==> config.mk <==
export PLATFORM = sky130hd
export DESIGN_NAME = sn_window_decoder_flat
export DESIGN_NICKNAME = d
export VERILOG_FILES = /design/src/rtl/sn_window_decoder_pkg.sv /design/src/rtl/sn_window_decoder_if.sv /design/src/rtl/sn_window_decoder_result_reg.sv /design/src/rtl/sn_window_decoder.sv /design/src/flat_wrapper.sv
export SDC_FILE = /design/constraint.sdc
export NUM_CORES = 1
export LEC_CHECK = 0
export BUFFER_PORTS_ARGS = -buffer_cell sky130_fd_sc_hd__buf_2
export CAP_MARGIN = 20
export CORE_ASPECT_RATIO = 1.5
export CORE_MARGIN = 4
export CORE_UTILIZATION = 27
export DETAILED_ROUTE_END_ITERATION = 16
export GPL_ROUTABILITY_DRIVEN = 0
export GPL_TIMING_DRIVEN = 0
export PLACE_DENSITY_LB_ADDON = 0.08
export SYNTH_ARGS = -nofsm -noshare
export SYNTH_HDL_FRONTEND = slang
export SYNTH_HIERARCHICAL = 1
export SYNTH_SLANG_ARGS = --single-unit
==> constraint.sdc <==
create_clock -name clk -period 9.4 [get_ports clk]
set_input_delay 0.47 -clock clk [delete_from_list [all_inputs] [get_ports clk]]
set_output_delay 0.47 -clock clk [all_outputs]
set_load 0.005 [all_outputs]
==> src/rtl/sn_window_decoder_pkg.sv <==
// ----------------------------------------------------------------------------
// sn_pkg
// Shared definitions for the stochastic-number window decoder.
//   SN_MAX_LOG2 : default largest window exponent (window up to 2^8 bits)
//   sn_state_t  : decoder FSM states
//   clamp_log2  : maps a requested window exponent onto the supported range
//   bipolar     : 2*ones - 2^k as a 16-bit two's complement value
// ----------------------------------------------------------------------------
package sn_pkg;

   localparam int SN_MAX_LOG2 = 8;

   typedef enum logic {
      IDLE  = 1'b0,
      ACCUM = 1'b1
   } sn_state_t;

   // A window of a single bit carries no bipolar information, so k=0 is
   // promoted to k=1. Anything beyond the counter range is pinned to the top.
   function automatic logic [3:0] clamp_log2(input logic [3:0] k,
                                             input int max_log2 = SN_MAX_LOG2);
      logic [3:0] k_eff;
      if (k == 4'd0)
         k_eff = 4'd1;
      else if (int'(k) > max_log2)
         k_eff = 4'(max_log2);
      else
         k_eff = k;
      return k_eff;
   endfunction

   // Computed wide enough that it never wraps for any supported window;
   // callers truncate to their result width.
   function automatic logic [15:0] bipolar(input logic [15:0] ones,
                                           input logic [3:0]  k);
      return (ones << 1) - (16'd1 << k);
   endfunction

endpackage

==> src/rtl/sn_window_decoder_if.sv <==
// ----------------------------------------------------------------------------
// sn_window_decoder_if
// Stream-in / result-out bundle of the window decoder.
//   sn_bit, sn_valid   : stochastic bitstream, one bit per valid cycle
//   win_log2           : requested window exponent
//   clear              : synchronous restart
//   res_ones           : ones counted in the last completed window
//   res_bipolar        : signed 2*res_ones - L
//   res_valid/res_ready: result handshake
//   overrun            : sticky, an unconsumed result was overwritten
//   busy               : decoder is inside a window
// Modports: slave = decoder side, master = stream source / result consumer.
// ----------------------------------------------------------------------------
interface sn_window_decoder_if #(
   parameter int MAX_LOG2 = 8,
   parameter int CNT_W    = MAX_LOG2 + 1
);
   logic             sn_bit;
   logic             sn_valid;
   logic [3:0]       win_log2;
   logic             clear;
   logic [CNT_W-1:0] res_ones;
   logic [CNT_W:0]   res_bipolar;
   logic             res_valid;
   logic             res_ready;
   logic             overrun;
   logic             busy;

   modport slave (
      input  sn_bit, sn_valid, win_log2, clear, res_ready,
      output res_ones, res_bipolar, res_valid, overrun, busy
   );

   modport master (
      output sn_bit, sn_valid, win_log2, clear, res_ready,
      input  res_ones, res_bipolar, res_valid, overrun, busy
   );
endinterface

==> src/rtl/sn_window_decoder_result_reg.sv <==
// ----------------------------------------------------------------------------
// sn_result_reg
// Output holding register of the window decoder with valid/ready handshake.
//   clk, rst_n         : clock, async active-high reset
//   clear              : synchronous restart (drops valid and overrun, keeps data)
//   load               : a window completed this cycle
//   load_ones          : ones count of the completed window
//   load_bipolar       : bipolar value of the completed window
//   res_ready          : consumer accepts the held result
//   res_ones           : held ones count
//   res_bipolar        : held bipolar value
//   res_valid          : result held and available
//   overrun            : sticky, a held result was overwritten unconsumed
// ----------------------------------------------------------------------------
module sn_result_reg #(
   parameter int CNT_W = 9
) (
   input  logic             clk,
   input  logic             rst_n,
   input  logic             clear,
   input  logic             load,
   input  logic [CNT_W-1:0] load_ones,
   input  logic [CNT_W:0]   load_bipolar,
   input  logic             res_ready,
   output logic [CNT_W-1:0] res_ones,
   output logic [CNT_W:0]   res_bipolar,
   output logic             res_valid,
   output logic             overrun
);

   logic [CNT_W-1:0] ones_reg;
   logic [CNT_W:0]   bipolar_reg;
   logic             valid_reg;
   logic             overrun_reg;

   always_ff @(posedge clk or posedge rst_n) begin
      if (rst_n) begin
         ones_reg    <= '0;
         bipolar_reg <= '0;
         valid_reg   <= 1'b0;
         overrun_reg <= 1'b0;
      end else if (clear) begin
         // Data is deliberately kept so the last result stays readable.
         valid_reg   <= 1'b0;
         overrun_reg <= 1'b0;
      end else if (load) begin
         ones_reg    <= load_ones;
         bipolar_reg <= load_bipolar;
         valid_reg   <= 1'b1;
         // Overwriting is only an overrun if the old value is not being
         // taken on this very edge.
         if (valid_reg && !res_ready)
            overrun_reg <= 1'b1;
      end else if (valid_reg && res_ready) begin
         valid_reg <= 1'b0;
      end
   end

   assign res_ones    = ones_reg;
   assign res_bipolar = bipolar_reg;
   assign res_valid   = valid_reg;
   assign overrun     = overrun_reg;

endmodule

==> src/rtl/sn_window_decoder.sv <==
// ----------------------------------------------------------------------------
// sn_window_decoder
// Counts ones of a serial stochastic bitstream over back-to-back windows of
// 2^k valid bits and presents the ones count and the bipolar value
// 2*ones - 2^k through a valid/ready result register.
//   clk   : clock, rising edge
//   rst_n : asynchronous reset, active HIGH (asserted = 1)
//   bus   : sn_window_decoder_if slave modport (stream in, results out)
// ----------------------------------------------------------------------------
module sn_window_decoder
   import sn_pkg::*;
#(
   parameter int MAX_LOG2 = SN_MAX_LOG2,
   parameter int CNT_W    = MAX_LOG2 + 1
) (
   input  logic                 clk,
   input  logic                 rst_n,
   sn_window_decoder_if.slave   bus
);

   localparam int BIP_W = CNT_W + 1;

   sn_state_t        state_reg, state_next;
   logic [CNT_W-1:0] ones_reg,  ones_next;
   logic [CNT_W-1:0] bits_reg,  bits_next;
   logic [3:0]       k_reg,     k_next;

   logic             sn_bit;
   logic             sn_valid;
   logic             clear;
   logic [3:0]       k_req_eff;
   logic [CNT_W-1:0] ones_plus;
   logic [CNT_W-1:0] window_last;
   logic             load_res;
   logic [CNT_W-1:0] load_ones;
   logic [BIP_W-1:0] load_bipolar;

   logic [CNT_W-1:0] res_ones;
   logic [BIP_W-1:0] res_bipolar;
   logic             res_valid;
   logic             overrun;

   assign sn_bit    = bus.sn_bit;
   assign sn_valid  = bus.sn_valid;
   assign clear     = bus.clear;
   assign k_req_eff = clamp_log2(bus.win_log2, MAX_LOG2);

   // Count including the bit on the input this cycle; this is what a
   // completing window reports.
   assign ones_plus   = ones_reg + CNT_W'(sn_bit);
   // Index of the final bit of the current window (L-1). L = 2^MAX_LOG2
   // still fits in CNT_W bits.
   assign window_last = (CNT_W'(1) << k_reg) - CNT_W'(1);

   always_ff @(posedge clk or posedge rst_n) begin
      if (rst_n) begin
         state_reg <= IDLE;
         ones_reg  <= '0;
         bits_reg  <= '0;
         k_reg     <= 4'd1;
      end else begin
         state_reg <= state_next;
         ones_reg  <= ones_next;
         bits_reg  <= bits_next;
         k_reg     <= k_next;
      end
   end

   always_comb begin
      state_next   = state_reg;
      ones_next    = ones_reg;
      bits_next    = bits_reg;
      k_next       = k_reg;
      load_res     = 1'b0;
      load_ones    = ones_plus;
      load_bipolar = BIP_W'(bipolar(16'(ones_plus), k_reg));

      if (clear) begin
         state_next = IDLE;
         ones_next  = '0;
         bits_next  = '0;
      end else begin
         case (state_reg)
            IDLE: begin
               // The first valid bit both fixes the window size and is
               // counted as bit 0. The minimum window is 2, so it can
               // never complete a window by itself.
               if (sn_valid) begin
                  k_next     = k_req_eff;
                  ones_next  = CNT_W'(sn_bit);
                  bits_next  = CNT_W'(1);
                  state_next = ACCUM;
               end
            end
            ACCUM: begin
               if (sn_valid) begin
                  if (bits_reg == window_last) begin
                     // Window done: report it and start the next window on
                     // the same edge so no stream bit is lost.
                     load_res  = 1'b1;
                     ones_next = '0;
                     bits_next = '0;
                     k_next    = k_req_eff;
                  end else begin
                     ones_next = ones_plus;
                     bits_next = bits_reg + CNT_W'(1);
                  end
               end
            end
            default: begin
               state_next = IDLE;
               ones_next  = '0;
               bits_next  = '0;
            end
         endcase
      end
   end

   sn_result_reg #(
      .CNT_W (CNT_W)
   ) u_result_reg (
      .clk          (clk),
      .rst_n        (rst_n),
      .clear        (clear),
      .load         (load_res),
      .load_ones    (load_ones),
      .load_bipolar (load_bipolar),
      .res_ready    (bus.res_ready),
      .res_ones     (res_ones),
      .res_bipolar  (res_bipolar),
      .res_valid    (res_valid),
      .overrun      (overrun)
   );

   assign bus.res_ones    = res_ones;
   assign bus.res_bipolar = res_bipolar;
   assign bus.res_valid   = res_valid;
   assign bus.overrun     = overrun;
   assign bus.busy        = (state_reg == ACCUM);

endmodule

==> src/flat_wrapper.sv <==
// flat-port wrapper written by rule: the top's interface ports become plain ports
module sn_window_decoder_flat import sn_pkg::*;
#(
   parameter int MAX_LOG2 = SN_MAX_LOG2,
   parameter int CNT_W    = MAX_LOG2 + 1
)
  (clk, rst_n, bus_sn_bit, bus_sn_valid, bus_win_log2, bus_clear, bus_res_ready, bus_res_ones, bus_res_bipolar, bus_res_valid, bus_overrun, bus_busy);
  sn_window_decoder_if #(.MAX_LOG2(MAX_LOG2), .CNT_W(CNT_W)) bus_i ();
  input  logic clk;
  input  logic rst_n;
  input wire logic [$bits(bus_i.sn_bit)-1:0] bus_sn_bit;
  input wire logic [$bits(bus_i.sn_valid)-1:0] bus_sn_valid;
  input wire logic [$bits(bus_i.win_log2)-1:0] bus_win_log2;
  input wire logic [$bits(bus_i.clear)-1:0] bus_clear;
  input wire logic [$bits(bus_i.res_ready)-1:0] bus_res_ready;
  output wire logic [$bits(bus_i.res_ones)-1:0] bus_res_ones;
  output wire logic [$bits(bus_i.res_bipolar)-1:0] bus_res_bipolar;
  output wire logic [$bits(bus_i.res_valid)-1:0] bus_res_valid;
  output wire logic [$bits(bus_i.overrun)-1:0] bus_overrun;
  output wire logic [$bits(bus_i.busy)-1:0] bus_busy;
  assign bus_i.sn_bit = bus_sn_bit;
  assign bus_i.sn_valid = bus_sn_valid;
  assign bus_i.win_log2 = bus_win_log2;
  assign bus_i.clear = bus_clear;
  assign bus_i.res_ready = bus_res_ready;
  assign bus_res_ones = bus_i.res_ones;
  assign bus_res_bipolar = bus_i.res_bipolar;
  assign bus_res_valid = bus_i.res_valid;
  assign bus_overrun = bus_i.overrun;
  assign bus_busy = bus_i.busy;
  sn_window_decoder #(.MAX_LOG2(MAX_LOG2), .CNT_W(CNT_W)) u_core (.clk(clk), .rst_n(rst_n), .bus(bus_i));
endmodule
# After elaboration in Yosys (flattened, before gate mapping)
# Index checks and enable logic that the tools add are counted.
dict set report word_totals {
  ff_bits 44
  wordCells 63
}
dict set report op_classes {
  addsub 4
  order_cmp 1
  eq_ne 6
  n_shift 2
  mux 29
  bitwise 2
  reduce_logical 11
}
# op n
set op_table {}
lappend op_table {{$mux W9} 8}
lappend op_table {{$pmux W9 S2} 2}
lappend op_table {{$mux W4} 5}
lappend op_table {{$mux W1} 13}
lappend op_table {{$shl A1 B4 Y10 const A} 1}
lappend op_table {{$sub A10 B10 Y10} 1}
lappend op_table {{$add A9 B1 Y9} 1}
lappend op_table {{$add A9 B1 Y9 const B} 1}
lappend op_table {{$eq A9 B9 Y1} 1}
lappend op_table {{$shl A1 B4 Y9 const A} 1}
lappend op_table {{$sub A9 B2 Y9 const B} 1}
lappend op_table {{$pmux W4 S2} 1}
lappend op_table {{$ne A2 B2 Y1 const B} 3}
lappend op_table {{$ne A3 B3 Y1 const B} 2}
lappend op_table {{$reduce_and A2 Y1} 3}
lappend op_table {{$gt A4 B4 Y1 const B} 1}
lappend op_table {{$logic_not A4 Y1} 1}
lappend op_table {{$reduce_and A4 Y1} 1}
lappend op_table {{$reduce_bool A2 Y1} 2}
lappend op_table {{$reduce_bool A3 Y1} 1}
lappend op_table {{$logic_and A1 B1 Y1} 2}
lappend op_table {{$not A1 Y1} 2}
lappend op_table {{$logic_not A1 Y1} 1}

# Depth between registers and ports, before layout
dict set report logic_depth {
  ltp_word 9
  depth_mapped 16
}

# Hierarchy
# The synthesis kept the hierarchy.
# module n_inst cells_each area_per_inst_um2 seq_area_each_um2
set by_module_without_submodules {}
lappend by_module_without_submodules {sn_window_decoder 1 223 1956.9 576.8}
lappend by_module_without_submodules {sn_result_reg 1 49 849.6 525.5}

# Worst setup path after synthesis
# OpenSTA, ideal clock, no wires.
dict set report synth_timing {
  path_kind {flip-flop to flip-flop}
  startpoint {reg u_core.k_reg[2]}
  endpoint {reg u_core.u_result_reg.bipolar_reg[0], in the netlist u_core/u_result_reg/res_bipolar[0]}
  setup_ps 125
  arrival_time_ps 3667
  slack_ps 5608
  path_stages_with_launch 16
  n_path_buf 6
  path_cell_list {dfrtp_1 -> buf_6 -> or4_1 -> buf_2 -> ha_1 -> or4b_2 -> and2_1 -> o221ai_1 -> nand4_1 -> buf_4 -> buf_6 -> nor2_1 -> nor2b_2 -> buf_6 -> buf_12 -> mux2_4}
}
dict set report synth_between {
  elab_chain_len 8
  elab_cells_between_ends 10
}
# element line
set synth_lines {}
lappend synth_lines {{from (decl)} sn_window_decoder.sv:26} ;# logic [3:0] k_reg, k_next;
lappend synth_lines {{from (signal assigned)} sn_window_decoder.sv:65} ;# k_reg <= k_next;
lappend synth_lines {{$shl A1 B4 Y9} sn_window_decoder.sv:53} ;# assign window_last = (CNT_W'(1) << k_reg) - CNT_W'(1);
lappend synth_lines {{$sub A9 B2 Y9} sn_window_decoder.sv:53}
lappend synth_lines {{$eq A9 B9 Y1} sn_window_decoder.sv:97} ;# if (bits_reg == window_last) begin
lappend synth_lines {{$mux W1} sn_window_decoder.sv:97}
lappend synth_lines {{$mux W1} sn_window_decoder.sv:96} ;# if (sn_valid) begin
lappend synth_lines {{$mux W1} sn_window_decoder.sv:83} ;# case (state_reg)
lappend synth_lines {{$mux W1} sn_window_decoder.sv:78} ;# if (clear) begin
lappend synth_lines {{net u_core.load_res} sn_window_decoder.sv:34} ;# logic load_res;
lappend synth_lines {{$reduce_and A2 Y1 (no source line)} n/a}
lappend synth_lines {{to (signal assigned)} sn_window_decoder_result_reg.sv:48} ;# bipolar_reg <= load_bipolar;
lappend synth_lines {{to (decl)} sn_window_decoder_result_reg.sv:32} ;# logic [CNT_W:0] bipolar_reg;
# The timed path passes the listed nets, and every way through them passes these cells.
# A chain may end at the register's enable or synchronous reset.

# Worst setup path after layout
dict set report layout_timing {
  startpoint {reg u_core.k_reg[0]}
  endpoint {reg u_core.u_result_reg.bipolar_reg[3], in the netlist u_core/u_result_reg/res_bipolar[3]}
}
# Same word-level chain as after synthesis.

==> impl_metrics.yaml <==
timing:
  timing_hold_violations_final: 0
  worst_clock_skew_ns: 0.00735
  hold-worst-slack_ns: 0.0661
  timing.final.crit_period_ns: 4.45
  unrepaired_setup_endpoints_after_global_routing: "false"
  final_report_setup_violation_count: 0
  finalMaxSlewViolations: 0
  fin_setup_tns_ns: 0
  finalCritPeriodShare_pct: 47.4
  max_clock_freq_mhz: 225
  max_slew.worst_pin.slew_ns: 0.811
  maxSlewHeadroom_pct: 45.9
clock_network:
  cts_tree: "built"
  ctsHtreeMaxLevel: 2
  clock_tree.root_cell: "sky130_fd_sc_hd__clkbuf_16"
  cts_made_buffers: 5
  post-cts-setup-buffers: 0
  clk_latency_ns: 0.29
  cts_repair_resize_count: 0
  clkTransAtPathRegs_ns: 0.07
  clock-sinks: 44
  cts_buffer_depth: 2
  postCtsHoldBufs: 0
power_and_ir_drop:
  irDropWorstVdd_v: 0.0000647
  power.switching_fraction_pct: 29.0
  power_frac_comb_pct: 23.8
  sequentialPowerShare_pct: 36.8
  power_per_cell_area_nw_per_um2: 163
  clock_power_share_pct: 39.3
  internal_power_uw: 384
  p_sw_uw: 157
  p_leak_nw: 1.52
synth:
  synth_cells: 272
  ys_seq_area_share_pct: 39.3
  yosys_warnings: 6
  synth_edf_count: 0
  flops_latches_synth: 44
  postSynthAreaPerCell_um2: 10.3
  yosysUniqueCellTypes: 55
  mappedNetlistArea_um2: 2810
  synth-async-reset-ratio_pct: 100
  syn_nets: 295
  synth-main-ff-cell: "sky130_fd_sc_hd__dfrtp_1"
final_layout:
  n_fill_cell: 1081
  drive_above_1_share_pct: 23.4
  top_library_cells_by_usage_in_the_layout_fill_and_taps_aside: "sky130_fd_sc_hd__dfrtp_1 (43), sky130_fd_sc_hd__buf_2 (33), sky130_fd_sc_hd__nor2_1 (17)"
  syn2layout_area_growth_pct: 18.1
  ff_latch_area_um2: 1100
  antenna-diode-count: 0
  layoutNonFillerInstCount: 429
  area_taken_by_multi_input_logic_gates_um2: 1570
  layout.cells.most_common: "sky130_fd_sc_hd__dfrtp_1"
  largest_reg_flops: 10
  nets: 334
  finalInstanceArea_um2: 3310
place:
  detailedPlacementHpwl_um: 5340
  postPlaceCellArea_um2: 3110
  place.port_buffers: 31
  placed_cells: 420
worst_setup_path:
  timing.critical_path.from_type: "flop"
  worst_path_dominant_cell_family: "simple AND/OR/NAND/NOR gates"
  end_kind: "flop"
  worst-path-max-fanout: 10
  crit_top_cell: "sky130_fd_sc_hd__buf_6"
  slowest_delay_ns: 0.65
  crit_chain: "clkbuf_1, nor2b_1, nand2_1, ha_1, or4b_2, and2_1, o221ai_1, nand4_1, buf_4, buf_6, nor2_1, nor2b_2, buf_6, buf_12, mux2_4"
  cp_data_required_time_ns: 9.57
  timing.setup.critical_path_class: "flop to flop"
  cp_data_arrival_time_ns: 4.63
  worstPathBufferInverterCount: 5
  slowest_stage: "sky130_fd_sc_hd__or4b_2"
die:
  core_area_um2: 10100
  die_w_um: 91.2
  die_height_um: 133
  dieArea_um2: 12100
  ioPinCount: 32
  core.rowCount: 45
  initial_utilization_pct: 27.7
detailed_routing:
  first_pass_iters: 4
  avgViaCountPerCell: 4.98
  wl_per_cell_um: 16.3
  drt_iter0_markers: 51
  num_vias: 2136
  remaining_drc_errors: 0
  detail_route.wirelength_um: 6980
  drtAntennaViolNets: 0
global_route:
  grt_usage_pct: 12.0
  maximum_number_of_pins_on_one_net_before_global_route_repair: 24
  antenna_found_initial: 0
  grt_pass1_vias: 2161
  grt_remaining_overflow: 0
  global_route_wire_length_before_repair_um: 11400
run:
  max_cap_violations: 0
min_path:
  hold_class: "input pin to async pin"
outcome:
  status: "finished, final reports clean"
## logic make-up (layout without fill, tap and decap cells)
family / Yosys count / in the layout / synth area share, %
mux: 26 / 26 / 11.6
flops: 44 / 44 / 39.3
compound gates: 53 / 53 / 14.2
simple gates: 88 / 88 / 16.7
fa+ha+maj: 13 / 13 / 6.06
buf+inv: 25 / 65 / 4.95
xor+xnor: 23 / 23 / 7.18
## synthesized netlist by cell type (6+ instances only)
library cell	number	area (µm²)
sky130_fd_sc_hd__ha_1	12	150
sky130_fd_sc_hd__mux2_4	10	150
sky130_fd_sc_hd__nand2_1	16	60.1
sky130_fd_sc_hd__xnor2_1	12	105
sky130_fd_sc_hd__xor2_1	11	96.3
sky130_fd_sc_hd__mux2_2	9	101
sky130_fd_sc_hd__nor2b_1	8	50.1
sky130_fd_sc_hd__a21oi_1	8	40.0
sky130_fd_sc_hd__dfrtp_1	43	1080
sky130_fd_sc_hd__and3_1	6	37.5
sky130_fd_sc_hd__a32o_1	8	80.1
sky130_fd_sc_hd__nor2_1	17	63.8
sky130_fd_sc_hd__nand3_1	15	75.1
sky130_fd_sc_hd__clkbuf_1	8	30.0
sky130_fd_sc_hd__inv_1	9	33.8
## power groups by stage
stage | registers, mW | logic (mW) | clock network (mW)
after floorplan | 0.201 | 0.0984 | 0
after global placement | 0.203 | 0.128 | 0
after detailed placement | 0.203 | 0.128 | 0
after CTS | 0.199 | 0.129 | 0.222
after global routing | 0.199 | 0.144 | 0.228
final | 0.199 | 0.129 | 0.213
## worst paths after layout
path / cells past startpoint / startpoint / end / slack (ns)
max: 15 / u_core/k_reg[0] / u_core/u_result_reg/res_bipolar[3] / 4.95
min: 2 / rst_n / u_core/k_reg[2] / 0.07
max reg2reg: 15 / u_core/k_reg[0] / u_core/u_result_reg/res_bipolar[3] / 4.95
min reg2reg: 1 / u_core/u_result_reg/res_ones[8] / u_core/u_result_reg/res_ones[8] / 0.50
max in group asynchronous: 2 / rst_n / u_core/u_result_reg/res_ones[1] / 8.55
min in group clk: 2 / bus_win_log2[3] / u_core/k_reg[3] / 0.45
## through the flow
stage	power (mW)	setup WS, ns	utilization [%]
floorplan	0.300	5.61	-
CTS	0.550	4.92	32.4
global placement	0.331	4.91	30.7
detailed placement	0.331	4.93	30.7
finish	0.540	4.95	32.7
global route	0.572	4.73	32.7
## per-layer routing
layer / part of all wire, % / up-vias / global-route usage, %
li1: - / 1058 / -
met1: 41 / 1038 / 13.5
met2: 54 / 33 / 22.1
met3: 2.8 / 7 / 2.05
met4: 2.4 / 0 / 4.87
met5: 0 / - / 0
## area by class of cell
| class | count | share of cell area (%) |
|---|---|---|
| Buffer | 16 | 3.17 |
| Clock buffer | 6 | 4.19 |
| Clock inverter | 2 | 1.17 |
| Inverter | 9 | 1.02 |
| Multi-Input combinational cell | 203 | 47.2 |
| Sequential cell | 44 | 33.3 |
| Tap cell | 117 | 4.42 |
| Timing Repair Buffer | 32 | 5.51 |
## worst register-to-register path, delay by kind of cell, from the launching register on
family                     cells  cell delay [ns]
AOI/OAI and AO/OA              1             0.26
adders and majority gates      1             0.27
buffers and inverters          5             1.08
DFF                            1             0.54
muxes                          1             0.31
and+or+nand+nor                7             1.86
(Power assumes the default switching activity.)
